<file path="src/rtl/key_move_encoder.sv">
// Push-button conditioner for the game core: synchronises and debounces the four
// active-low keys and emits one single-cycle move code per physical press.
module key_move_encoder #(
  parameter int DEBOUNCE_CYCLES = 500000,
  parameter int CNT_W           = 20
) (
  input  logic       clk,
  input  logic       reset,
  input  logic [3:0] key_n,
  output logic [2:0] go,
  output logic       busy,
  output logic [7:0] press_count
);

  typedef enum logic [2:0] {
    IDLE,
    DB_PRESS,
    FIRE,
    HELD,
    DB_RELEASE
  } state_t;

  localparam logic [CNT_W-1:0] CNT_LAST = CNT_W'(DEBOUNCE_CYCLES - 1);

  logic [3:0]       sync1;
  logic [3:0]       sync2;
  logic [3:0]       pressed;
  logic [2:0]       enc;
  logic [2:0]       cand;
  logic [CNT_W-1:0] cnt;
  state_t           state;

  assign pressed = ~sync2;

  // Up outranks down outranks left outranks right.
  always_comb begin
    enc = 3'b000;
    if (pressed[3])      enc = 3'b001;
    else if (pressed[2]) enc = 3'b010;
    else if (pressed[1]) enc = 3'b011;
    else if (pressed[0]) enc = 3'b100;
  end

  // go is a one-cycle strobe with no backpressure: the game core must accept it
  // in the cycle it is non-zero; busy and press_count are plain status levels.
  always_ff @(posedge clk) begin
    if (reset) begin
      sync1       <= 4'b1111;
      sync2       <= 4'b1111;
      state       <= IDLE;
      cnt         <= '0;
      cand        <= 3'b000;
      go          <= 3'b000;
      busy        <= 1'b0;
      press_count <= 8'd0;
    end else begin
      sync1 <= key_n;
      sync2 <= sync1;
      go    <= 3'b000;
      case (state)
        IDLE: begin
          if (enc != 3'b000) begin
            cand  <= enc;
            cnt   <= '0;
            state <= DB_PRESS;
            busy  <= 1'b1;
          end
        end
        DB_PRESS: begin
          // Any change of the encoded key, including a higher-priority key
          // joining, abandons this candidate and restarts from IDLE.
          if (enc != cand) begin
            cnt   <= '0;
            state <= IDLE;
            busy  <= 1'b0;
          end else if (cnt == CNT_LAST) begin
            state       <= FIRE;
            go          <= cand;
            press_count <= press_count + 8'd1;
          end else begin
            cnt <= cnt + CNT_W'(1);
          end
        end
        FIRE: begin
          state <= HELD;
        end
        HELD: begin
          if (pressed == 4'b0000) begin
            cnt   <= '0;
            state <= DB_RELEASE;
          end
        end
        DB_RELEASE: begin
          if (pressed != 4'b0000) begin
            state <= HELD;
          end else if (cnt == CNT_LAST) begin
            state <= IDLE;
            busy  <= 1'b0;
          end else begin
            cnt <= cnt + CNT_W'(1);
          end
        end
        default: begin
          state <= IDLE;
          busy  <= 1'b0;
        end
      endcase
    end
  end

endmodule

</file>
<file path="config.mk">
export PLATFORM = sky130hd
export DESIGN_NAME = key_move_encoder
export DESIGN_NICKNAME = d
export VERILOG_FILES = /design/src/rtl/key_move_encoder.sv
export SDC_FILE = /design/constraint.sdc
export NUM_CORES = 1
export LEC_CHECK = 0
export ABC_AREA = 1
export BUFFER_PORTS_ARGS = -buffer_cell sky130_fd_sc_hd__buf_2
export CORE_MARGIN = 1
export CORE_UTILIZATION = 51
export DETAILED_ROUTE_END_ITERATION = 8
export GPL_ROUTABILITY_DRIVEN = 0
export GPL_TIMING_DRIVEN = 0
export PLACE_DENSITY = 0.74
export SLEW_MARGIN = 20
export SYNTH_ARGS = -nofsm -noshare
export SYNTH_HDL_FRONTEND = slang
export SYNTH_SLANG_ARGS = --single-unit
</file>
<file path="constraint.sdc">
create_clock -name clk -period 2.16 [get_ports clk]
set_input_delay 0.324 -clock clk [delete_from_list [all_inputs] [get_ports clk]]
set_output_delay 0.324 -clock clk [all_outputs]
set_load 0.1 [all_outputs]
</file>
==> flow_summary.toml <==
[cts]
cts_inserted_buffers = 5
cts_htree_levels = 2
worstSkewPairLatency_ns = 0.29
tritoncts = "done"
cts_root_buf = "clkbuf_8"
cts_max_path_buffers = 2
clk_pin_slew_worst_paths_ns = 0.08
cts.sinks = 46

[run_status]
status = "finished, final reports clean"

[finish]
syn2layout_area_growth_pct = 11.46
diodes = 0
fillers = 479
drive_above_1_share = 0.1390
fin_nets = 411
finish.instance_area_um2 = 2786

[place]
hpwl_um = 4009
port_buffers = 16
placed_area_um2 = 2664

[worst_setup_path]
critPathSlowestCell = "dfxtp_1"
worstPathMaxFanout = 6
crit_chain = "ha_1 -> nand3_1 -> nor3_1 -> nand3_1 -> nor2_2 -> nand2_1 -> nand2_1 -> a21oi_1"
critPathLaunchType = "flop"
cp-end-kind = "flop"
critPathKind = "flop to flop"
worst_ep_arrival_time_ns = 2.09
cp_top_family = "simple AND/OR/NAND/NOR gates"
critPathMaxStageDelay_ns = 0.37
cp.required_ns = 2.32
cp_num_buf_inv = 0

[timing]
finalMaxSlewViolations = 0
worst_pin_slew_ns = 0.5219
fmax_mhz = 518.8
rsz0062_at_grt = "no"
setup_viol = 0
fin_tns_setup_ns = 0
skew_ns = 0.006000
min_period_ns = 1.928
finalHoldViolCount = 0
fin_crit_sh = 0.8924
slew-limit-headroom = 0.6501

[logic_synthesis]
synth_nets = 388
yosysSeqAreaShare = 0.3684
async_reset_ff_frac = 0
yosys_warnings = 0
synth_edf_count = 0
synth_seq_cells = 46
syn-mean-instance-area_um2 = 6.579
synth_area_um2 = 2500
synth-main-ff-cell = "dfxtp_1"
synth_cells = 380
yosysUniqueCellTypes = 29

[detailed_routing]
vias_per_cell = 5.030
drc = 0
wirelength_um = 5318
ant_nets = 0
via_count = 2364
wire_per_inst_um = 11.31
firstDrtPassIters = 4
drtIter0Drc = 143

[power_and_ir_drop]
p_leak_uw = 0.001173
switching_power_uw = 953.1
combPwrFrac = 0.371
power_density_nw_per_um2 = 911.5
sw_frac_of_total = 0.3753
clockPowerShare = 0.254
internal-power_uw = 1587
peakVddDrop_mv = 0.8749
p_seq_frac = 0.375

[grt]
grt_max_degree = 14
grt_pass1_wl_um = 9356
grt-ovfl-total = 0
grt_antenna_before_repair = 0
grt_pass1_vias = 2182
grt_use_total = 0.2270

[die]
initial_utilization = 0.5293
coreArea_um2 = 4723
num_rows = 25
io_pins = 18
die_h_um = 72.01
die-area_um2 = 5185
die_width_um = 72.01

[min_path]
holdCritPathClass = "input port to flop"

[run]
drv_cap = 0
metal layers:
layer / vias to the layer above / global-route usage / routed length [um]
met5: - / 0 / 0
met4: 0 / 0.06754 / 87
met3: 9 / 0.04306 / 174
met2: 49 / 0.3994 / 2522
met1: 1056 / 0.2820 / 2534
li1: 1250 / - / -
area by class of cell:
cell class	count	area (um2)	share of cell area
flip-flops and latches	46	920.9	0.3305
plain buffers	9	65.06	0.02335
multi-input cells	284	1370	0.4917
well taps	67	83.83	0.03009
clock inverters	1	30.03	0.01078
inverters	41	153.9	0.05523
repair buffers	16	80.08	0.02874
clock buffers	6	82.58	0.02964
power by group through the flow:
stage	sequential (uW)	clock (uW)	combinational [uW]
2_1_floorplan	1010	0	712
3_3_place_gp	970	0	935
3_5_place_dp	973	0	941
4_1_cts	953	665	944
5_1_grt	960	708	1050
6_report	953	646	942
layout by cell type, fill, tap and decap left out, drive strengths merged:
cell type	instances
nand2	104
nor2	61
dfxtp	46
nand3	41
inv	40
buf	21
a21oi	19
nor3	17
clkbuf	10
xor2	9
nand4	8
or2	8
o21ai	8
o21bai	3
nand3b	2
ha	2
clkinv	1
and2	1
xnor2	1
bufinv	1
metrics by stage:
step | power [uW] | hold slack [ns] | setup slack [ns] | utilization | instances
global route | 2721 | 0.1913 | 0.003499 | 0.5899 | 470
global placement | 1905 | 0.3909 | 0.1090 | 0.5640 | 463
detailed placement | 1914 | 0.3975 | 0.1299 | 0.5640 | 463
finish | 2540 | 0.2119 | 0.2323 | 0.5899 | 470
floorplan | 1718 | 0.3895 | 0.1090 | - | 380
CTS | 2562 | 0.2006 | 0.1136 | 0.5878 | 470
kinds of logic (layout without fill, tap and decap cells):
logic type	after synthesis	in the layout	synth area share
xor+xnor	10	10	0.03504
buf+inv	50	73	0.08658
simple gates	242	242	0.4294
fa+ha+maj	2	2	0.01001
flops	46	46	0.3684
compound gates	30	30	0.07057
flip-flops by register name, summed over array words and instances, names as in the netlist:
| register | count |
|---|---|
| go | 3 |
| sync1 | 4 |
| state | 3 |
| press_count | 8 |
| sync2 | 4 |
| cand | 3 |
| busy | 1 |
| cnt | 20 |
synthesized netlist by cell type, types with 2 or more instances:
cell,count,share of area
a21oi_1,19,0.038
buf_2,2,0.0040
buf_6,3,0.014
clkbuf_1,3,0.0045
dfxtp_1,46,0.37
ha_1,2,0.010
inv_1,39,0.059
nand2_1,100,0.15
nand2_2,3,0.0075
nand3_1,40,0.080
nand3b_1,2,0.0060
nand4_1,8,0.020
nor2_1,56,0.084
nor2_2,4,0.010
nor3_1,16,0.032
o21ai_0,6,0.012
o21ai_2,2,0.0070
o21bai_2,3,0.014
or2_2,8,0.020
xor2_1,9,0.032
path summary, 6_finish.rpt:
kind | depth (start not counted) | startpoint | slack [ns] | endpoint
worst min-delay path | 2 | key_n[0] | 0.21 | sync1[0]
worst max register to register | 8 | cnt[0] | 0.23 | press_count[3]
worst min register to register | 1 | sync1[2] | 0.41 | sync2[2]
worst max-delay path | 8 | cnt[0] | 0.23 | press_count[3]
repair_timing:
action | CTS | global route
resized for setup | 0 | 3
hold buffers | 0 | 0
endpoints found under the setup margin | 0 | 7
setup buffers | 0 | 0
No activity file was read; power rests on OpenSTA's default activity.
